File: src/rtl/conv2_fmap_collector_pkg.sv
// Shared types and helpers for the Conv_layer2 fmap collector.
// Holds the FSM state encoding and a constant-foldable clog2.
package conv2_fmap_collector_pkg;

    typedef enum logic {
        ST_COLLECT = 1'b0,
        ST_DONE    = 1'b1
    } state_t;

    function automatic int clog2(input int value);
        int res;
        int rem;
        res = 0;
        rem = value - 1;
        while (rem > 0) begin
            res = res + 1;
            rem = rem >> 1;
        end
        return res;
    endfunction

endpackage

File: src/rtl/conv2_fmap_collector_sp_bram.sv
// Single-port buffer RAM, read-first, 1-cycle registered read when en is high.
// Latency: 1 cycle. Backpressure: none, one access per cycle.
// Contents are intentionally not reset.
module conv2_fmap_collector_sp_bram #(
    parameter int DEPTH = 192,
    parameter int DW    = 16,
    parameter int AW    = 8
) (
    input  logic          clk,
    input  logic          en,
    input  logic          we,
    input  logic [AW-1:0] addr,
    input  logic [DW-1:0] din,
    output logic [DW-1:0] dout
);

    logic [DW-1:0] mem [DEPTH];

    always_ff @(posedge clk) begin
        if (en) begin
            if (we) begin
                mem[addr] <= din;
            end
            dout <= mem[addr];
        end
    end

endmodule

File: src/rtl/conv2_fmap_collector.sv
// Collects the pooled Conv_layer2 fmap channel-major, then serves it on a read port.
// Latency: read data 1 cycle after i_rd_en. Backpressure: none; framing errors are sticky flags.
// Writes happen only while collecting, so the single RAM port is shared with reads.
module conv2_fmap_collector
    import conv2_fmap_collector_pkg::*;
#(
    parameter int O_BW   = 16,
    parameter int O_SIZE = 4,
    parameter int CO     = 12,
    localparam int PIX_N   = O_SIZE * O_SIZE,
    localparam int DEPTH   = CO * PIX_N,
    localparam int ADDR_BW = clog2(DEPTH),
    localparam int CH_BW   = clog2(CO) + 1
) (
    input  logic               clk,
    input  logic               user_reset,
    input  logic [O_BW-1:0]    i_data,
    input  logic               i_valid,
    input  logic               i_ch_end,
    input  logic               i_allch_end,
    input  logic               i_restart,
    input  logic               i_rd_en,
    input  logic [ADDR_BW-1:0] i_rd_addr,
    output logic [O_BW-1:0]    o_rd_data,
    output logic               o_rd_valid,
    output logic               o_done,
    output logic [CH_BW-1:0]   o_ch_cnt,
    output logic               o_err_ovf,
    output logic               o_err_short
);

    localparam int PIX_BW = clog2(PIX_N) + 1;
    localparam logic [PIX_BW-1:0] PIX_FULL = PIX_BW'(PIX_N);
    localparam logic [CH_BW-1:0]  CH_FULL  = CH_BW'(CO);
    localparam logic [ADDR_BW:0]  ADDR_LIM = (ADDR_BW + 1)'(DEPTH);

    state_t            state, state_nxt;
    logic [CH_BW-1:0]  ch, ch_nxt, ch_after;
    logic [PIX_BW-1:0] pix, pix_nxt, pix_after;
    logic              err_ovf, err_ovf_nxt;
    logic              err_short, err_short_nxt;
    logic              wr_en;
    logic              rd_hit, rd_hit_q;
    logic              rd_vld_q;
    logic [ADDR_BW-1:0] wr_addr, bram_addr;
    logic [O_BW-1:0]   bram_dout;

    always_ff @(posedge clk) begin
        if (user_reset) begin
            state     <= ST_COLLECT;
            ch        <= '0;
            pix       <= '0;
            err_ovf   <= 1'b0;
            err_short <= 1'b0;
            rd_vld_q  <= 1'b0;
            rd_hit_q  <= 1'b0;
        end else begin
            state     <= state_nxt;
            ch        <= ch_nxt;
            pix       <= pix_nxt;
            err_ovf   <= err_ovf_nxt;
            err_short <= err_short_nxt;
            rd_vld_q  <= i_rd_en;
            rd_hit_q  <= rd_hit;
        end
    end

    // Same-cycle valid is counted before ch_end, and ch_end before allch_end.
    always_comb begin
        state_nxt     = state;
        ch_nxt        = ch;
        pix_nxt       = pix;
        err_ovf_nxt   = err_ovf;
        err_short_nxt = err_short;
        wr_en         = 1'b0;
        pix_after     = pix;
        ch_after      = ch;
        if (i_restart) begin
            state_nxt     = ST_COLLECT;
            ch_nxt        = '0;
            pix_nxt       = '0;
            err_ovf_nxt   = 1'b0;
            err_short_nxt = 1'b0;
        end else if (state == ST_COLLECT) begin
            if (i_valid) begin
                if (pix < PIX_FULL) begin
                    wr_en     = 1'b1;
                    pix_after = pix + 1'b1;
                end else begin
                    err_ovf_nxt = 1'b1;
                end
            end
            pix_nxt = pix_after;
            if (i_ch_end) begin
                if (pix_after != PIX_FULL) begin
                    err_short_nxt = 1'b1;
                end
                pix_nxt = '0;
                if (ch < CH_FULL) begin
                    ch_after = ch + 1'b1;
                end
            end
            ch_nxt = ch_after;
            if (ch_after == CH_FULL) begin
                state_nxt = ST_DONE;
            end else if (i_allch_end) begin
                err_short_nxt = 1'b1;
                state_nxt     = ST_DONE;
            end
        end
    end

    assign wr_addr   = ADDR_BW'(ch) * ADDR_BW'(PIX_N) + ADDR_BW'(pix);
    assign rd_hit    = (state == ST_DONE) && i_rd_en && ({1'b0, i_rd_addr} < ADDR_LIM);
    assign bram_addr = (state == ST_DONE) ? i_rd_addr : wr_addr;

    conv2_fmap_collector_sp_bram #(
        .DEPTH (DEPTH),
        .DW    (O_BW),
        .AW    (ADDR_BW)
    ) u_bram (
        .clk  (clk),
        .en   (wr_en | rd_hit),
        .we   (wr_en),
        .addr (bram_addr),
        .din  (i_data),
        .dout (bram_dout)
    );

    assign o_rd_data   = rd_hit_q ? bram_dout : '0;
    assign o_rd_valid  = rd_vld_q;
    assign o_done      = (state == ST_DONE);
    assign o_ch_cnt    = ch;
    assign o_err_ovf   = err_ovf;
    assign o_err_short = err_short;

endmodule
File: config.mk
export PLATFORM = sky130hd
export DESIGN_NAME = conv2_fmap_collector
export DESIGN_NICKNAME = d
export VERILOG_FILES = /design/src/rtl/conv2_fmap_collector_pkg.sv /design/src/rtl/conv2_fmap_collector_sp_bram.sv /design/src/rtl/conv2_fmap_collector.sv
export SDC_FILE = /design/constraint.sdc
export NUM_CORES = 2
export LEC_CHECK = 0
export ABC_AREA = 1
export BUFFER_PORTS_ARGS = -buffer_cell sky130_fd_sc_hd__buf_4
export CAP_MARGIN = 20
export CORE_MARGIN = 5
export CORE_UTILIZATION = 42
export CTS_CLUSTER_DIAMETER = 200
export CTS_CLUSTER_SIZE = 20
export DETAILED_ROUTE_END_ITERATION = 12
export GPL_ROUTABILITY_DRIVEN = 1
export MAX_ROUTING_LAYER = met4
export PLACE_DENSITY_LB_ADDON = 0.08
export SLEW_MARGIN = 20
export SYNTH_ARGS = -nofsm -noshare
export SYNTH_HDL_FRONTEND = slang
export SYNTH_HIERARCHICAL = 1
export SYNTH_SLANG_ARGS = --single-unit
File: constraint.sdc
create_clock -name clk -period 5.4 [get_ports clk]
set_input_delay 0.54 -clock clk [delete_from_list [all_inputs] [get_ports clk]]
set_output_delay 0.54 -clock clk [all_outputs]
set_load 0.1 [all_outputs]
### Word-level counts from Yosys, hierarchy flattened

Memories as Yosys holds them, arrays and structs flattened. A register that Yosys moved wholly into a read port is not among the register bits.
Cells that the tools add are included.

* bits in registers: 15
* memory bits (writable): 3072
* input bits: 31
* output and inout port bits: 25
* logic and storage cells: 48
* memories: 1

Memories
* u_bram.mem: depth 192, width 16, rd ports 1, clocked after memory_dff 1, wr ports 1, line conv2_fmap_collector_sp_bram.sv:17 `logic [DW-1:0] mem [DEPTH];`

* add/sub/neg operators: 3
* order comparisons: 3
* equality and inequality tests: 2
* mux-type cells: 25
* bitwise operators: 3
* reductions and logical operators: 4

Operators with widths (count)
* $mux 5: 9
* $mux 16: 1
* $mux 1: 14
* $add 5x1->5 const B: 2
* $add 8x5->8: 1
* $lt 8x8->1 const B: 1
* $mux 8: 1
* $eq 5x4->1 const B: 1
* $lt 5x4->1 const B: 1
* $lt 5x5->1 const B: 1
* $ne 5x5->1 const B: 1
* $reduce_and 3->1: 1
* $logic_and 1x1->1: 2
* $not 1->1: 2
* $reduce_or 2->1: 1
* $or 1x1->1: 1

### Longest topological paths before layout

* word-level depth: 10
* mapped depth: 21
* gate-level depth less buffers: 15

### By module

The synthesis kept the hierarchy.

Modules (own cells, without submodules)
* conv2_fmap_collector_sp_bram: instances 1, cells an instance 12028, area an instance 127692.5 µm², sequential area each 92728.9 µm²
* conv2_fmap_collector: instances 1, cells an instance 176, area an instance 1068.5 µm², sequential area each 300.3 µm²

### Least setup slack after synthesis

Ideal clock, no wire load.

* path type: flip-flop to flip-flop
* start point: register state (netlist: o_done)
* end point: memory u_bram.mem[115][0] (enable)
* arrival time: 4.682 ns
* data required time: 4.970 ns
* path slack: 0.288 ns
* stages on the path, launching flop included: 8
* path buffers: 2
* path through: dfxtp_1 > buf_2 > o31ai_1 > nand2_1 > clkinv_1 > buf_1 > nand2_1 > nor4_1

* cells in the longest elaborated chain, start to end: 5
* elaborated cells between the ends (all ways): 9

RTL lines
* start: declaration: line conv2_fmap_collector.sv:37 `state_t state, state_nxt;`
* start signal: assignment: line conv2_fmap_collector.sv:58 `state <= state_nxt;`
* $mux 1 / $logic_and 1x1->1 (equally long branches): line conv2_fmap_collector.sv:84, conv2_fmap_collector.sv:114
* $mux 1 / $logic_and 1x1->1 (equally long branches): line conv2_fmap_collector.sv:78, conv2_fmap_collector.sv:114
* $mux 1 / $or 1x1->1 (equally long branches): line conv2_fmap_collector_sp_bram.sv:21, conv2_fmap_collector.sv:123
* $mux 1: line conv2_fmap_collector_sp_bram.sv:20 `if (en) begin`
* $mux 1 (not written as such): line conv2_fmap_collector_sp_bram.sv:22 `mem[addr] <= din;`
* end: declaration: line conv2_fmap_collector_sp_bram.sv:17

Parallel ways exist; a longest one is shown, timed or not.

### Worst setup path in the final report

* start point: register state (netlist: o_done)
* end point: register u_bram.dout[15] (read register of u_bram.mem) (data pin)

* elaborated cells between the ends (all ways): 6

RTL lines
* $mux 8: line conv2_fmap_collector.sv:115 `assign bram_addr = (state == ST_DONE) ? i_rd_addr : wr_addr;`
* net bram_addr[1]: line conv2_fmap_collector.sv:45 `logic [ADDR_BW-1:0] wr_addr, bram_addr;`
* end: declaration: line conv2_fmap_collector_sp_bram.sv:14 `output logic [DW-1:0] dout`

The timed path passes the listed nets, and every way through them passes these cells.
A chain may end at the register's enable or synchronous reset.

==> flow_metrics.py <==
metrics = {
    "outcome": {
        "status": "complete, no violations",
    },
    "yosys": {
        "yosysUniqueCellTypes": 31,
        "yosysTopAreaCellShare_pct": 72.0,
        "syn_nets": 12200,
        "ys_seq_elements": 3103,
        "netlist_instances": 12200,
        "ys_seq_area_share_pct": 72.2,
        "synth_area_leader_cell": "edfxtp_1",
        "synth_common_cells": "nand2_1 (7371), edfxtp_1 (3088), nor2_1 (676)",
        "yosysMostFrequentCell": "nand2_1",
        "ys.flop_type": "edfxtp_1",
        "yosys-top-cells-area": "edfxtp_1 (72%), nand2_1 (21%), nor2_1 (2.0%)",
        "synth_edf_count": 3088,
        "synth-async-reset-ratio_pct": 0,
        "yosysWarnings": 6,
        "syn_area_per_cell_um2": 10.6,
        "synth_area_mm2": 0.129,
    },
    "grt": {
        "grt_pass1_wl_um": 594000,
        "grt-ovfl-total": 0,
        "grt_max_degree": 138,
        "grt_pass1_vias": 80700,
        "antenna_found_initial": 17,
        "grt.total_usage_pct": 26.3,
    },
    "critical_path": {
        "cp_data_arrival_time_ns": 5.60,
        "crit_buf_inv": 2,
        "critical_path.slowest_cell": "dfxtp_1",
        "critical_path_class": "flop to flop",
        "start_kind": "flop",
        "path_max_fanout": 114,
        "cpLargestDelayFamily": "simple AND/OR/NAND/NOR gates",
        "critPathCaptureType": "flop",
        "crit_path_max_incr_delay_ns": 0.90,
        "crit_path_frequent_cell": "nand2_1",
        "crit_chain": "nand2_1 > o21ai_4 > inv_16 > buf_12 > nand2_1 > nand2_1 > nand2_1 > nand2_1 > nor2_1 > nor2_1 > nor2_1 > nand2_1 > nand2_1 > nand3_1",
        "cp.required_ns": 6.02,
    },
    "placement": {
        "io_buffers": 55,
        "globalplace.congestion": 0.857,
        "hpwl_um": 235000,
        "place_inst": 16100,
    },
    "floorplanning": {
        "std_cell_rows": 203,
        "die_h_um": 564,
        "die_x_um": 564,
        "dieArea_mm2": 0.318,
        "core_area_mm2": 0.306,
        "num_io_pins": 56,
        "start_util_pct": 42.1,
    },
    "detailed_routing": {
        "vias_per_cell": 5.24,
        "ant_nets": 0,
        "num_vias": 85800,
        "avgRoutedWirePerCell_um": 25.4,
        "wirelength_um": 415000,
        "drtIter0Drc": 9182,
        "drc": 0,
        "first_pass_iters": 5,
    },
    "timing": {
        "tns_ns": 0,
        "rsz0062_at_grt": "false",
        "fin_worst_skew_ns": 0.0463,
        "worstMarginPinSlew_ns": 1.15,
        "max_clock_freq_mhz": 201,
        "period_minus_slack_ns": 4.98,
        "slew_viol_final": 0,
        "setup_viol": 0,
        "period_share_pct": 92.2,
        "max_slew_margin_pct": 23.6,
        "hold_viol": 0,
    },
    "power": {
        "p_leak_nw": 55.0,
        "worst_ir_drop_vdd_uv": 238,
        "power_density_mw_per_mm2": 310,
    },
    "finish": {
        "syn_to_final_growth_pct": 8.76,
        "fin_nets": 12300,
        "drive_gt1_share_pct": 5.77,
        "final_cell_count_no_fill": 16400,
    },
    "cts": {
        "clock_path_buffers": 4,
        "path_clk_slew_ns": 0.09,
        "cts_buffers": 177,
        "clkSinkCount": 3103,
        "clockRootBuffer": "clkbuf_16",
        "h-tree-depth": 4,
        "post-cts-setup-buffers": 0,
        "cts_tree": "yes",
        "cts_resized": 0,
        "cts_hold_buf": 8,
        "clock_latency_ns": 0.91,
    },
    "run": {
        "maxCapViolCount": 0,
    },
    "min_path": {
        "hold_path_class": "input port to flop",
    },
}
[layout by cell type (no fill, tap or decap), types with 7 or more instances in the layout]
cell type      instances
dlygate4sd3_1          8
nor2_4                 9
inv_1                 49
diode_2               12
edfxtp_1            3088
buf_4                381
clkbuf_1              19
a21oi_1               26
buf_8                 15
nor2_2                 9
o21ai_1                9
nand3_2               15
dfxtp_1               14
nand4_1               31
clkbuf_16            180
nand2_1             7369
nor2_1               665
nand3_1              237
o21ai_0               23
nand2_2                7
buf_12                62
[where the power goes]
| part | internal [mW] | switching (mW) |
|---|---|---|
| clock network | 6.04 | 7.82 |
| logic | 0.677 | 2.46 |
| registers | 26.5 | 0.0176 |
[per-layer routing]
layer / up-vias / track usage (%) / share of wire [%] / wire, µm
met3: 457 / 2.80 / 6.3 / 26100
met1: 42900 / 37.2 / 44 / 183000
li1: 39700 / - / - / -
met2: 2815 / 41.5 / 47 / 195000
met5: - / - / 0 / 0
met4: 0 / 6.09 / 2.7 / 11200
[worst register-to-register path, stage by stage, from the launching register on]
cell	delay (ns)
dfxtp_1	0.90
nand2_1	0.22
o21ai_4	0.33
inv_16	0.36
buf_12	0.44
nand2_1	0.40
nand2_1	0.08
nand2_1	0.07
nand2_1	0.13
nor2_1	0.21
nor2_1	0.06
nor2_1	0.67
nand2_1	0.40
nand2_1	0.31
nand3_1	0.11
[cells by family after synthesis]
| group | count (synthesis) | synth area share [%] |
|---|---|---|
| simple gates | 8347 | 24.7 |
| flops | 3103 | 72.2 |
| buf+inv | 681 | 2.73 |
| compound gates | 65 | 0.261 |
| xor+xnor | 4 | 0.0272 |
| fa+ha+maj | 4 | 0.0389 |
[worst paths after layout]
kind | startpoint | endpoint | slack, ns | depth (start not counted)
worst max-delay path | o_done$_SDFF_PP0_ | u_bram/dout[15]$_DFFE_PP_ | 0.42 | 14
worst min-delay path | i_rd_en | rd_hit_q$_SDFF_PP0_ | 0.11 | 3
worst max register to register | o_done$_SDFF_PP0_ | u_bram/dout[15]$_DFFE_PP_ | 0.42 | 14
worst min register to register | o_err_ovf$_SDFFE_PP0P_ | o_err_ovf$_SDFFE_PP0P_ | 0.47 | 2
[per-stage QoR]
step | power (mW) | cell area [µm²] | utilization, % | hold WS [ns] | worst slack (ns)
final | 43.5 | 140000 | 45.8 | 0.107 | 0.419
after floorplan | 28.6 | 129000 | - | 0.458 | 0.288
after detailed placement | 30.2 | 135000 | 44.2 | 0.461 | 0.521
after CTS | 43.8 | 140000 | 45.8 | 0.0333 | 0.496
after global placement | 30.2 | 135000 | 44.2 | 0.449 | 0.571
after global routing | 44.9 | 140000 | 45.8 | 0.0757 | 0.226
[registers in the layout (all words and copies together) (netlist names)]
name	flops
u_bram/dout	16
o_err_short	1
o_done	1
o_rd_valid	1
pix	5
o_ch_cnt	5
u_bram/mem	3072
o_err_ovf	1
rd_hit_q	1
[final cells by class]
| cell class | count | area (µm²) |
|---|---|---|
| Fill cell | 28500 | 166000 |
| Sequential cell | 3103 | 93000 |
| Multi-Input combinational cell | 8420 | 32400 |
| Tap cell | 4100 | 5130 |
| Clock buffer | 199 | 4580 |
| Timing Repair Buffer | 470 | 4470 |
| Inverter | 61 | 275 |
| Clock inverter | 9 | 133 |
| Antenna cell | 12 | 30.0 |
(Power assumes the default switching activity.)
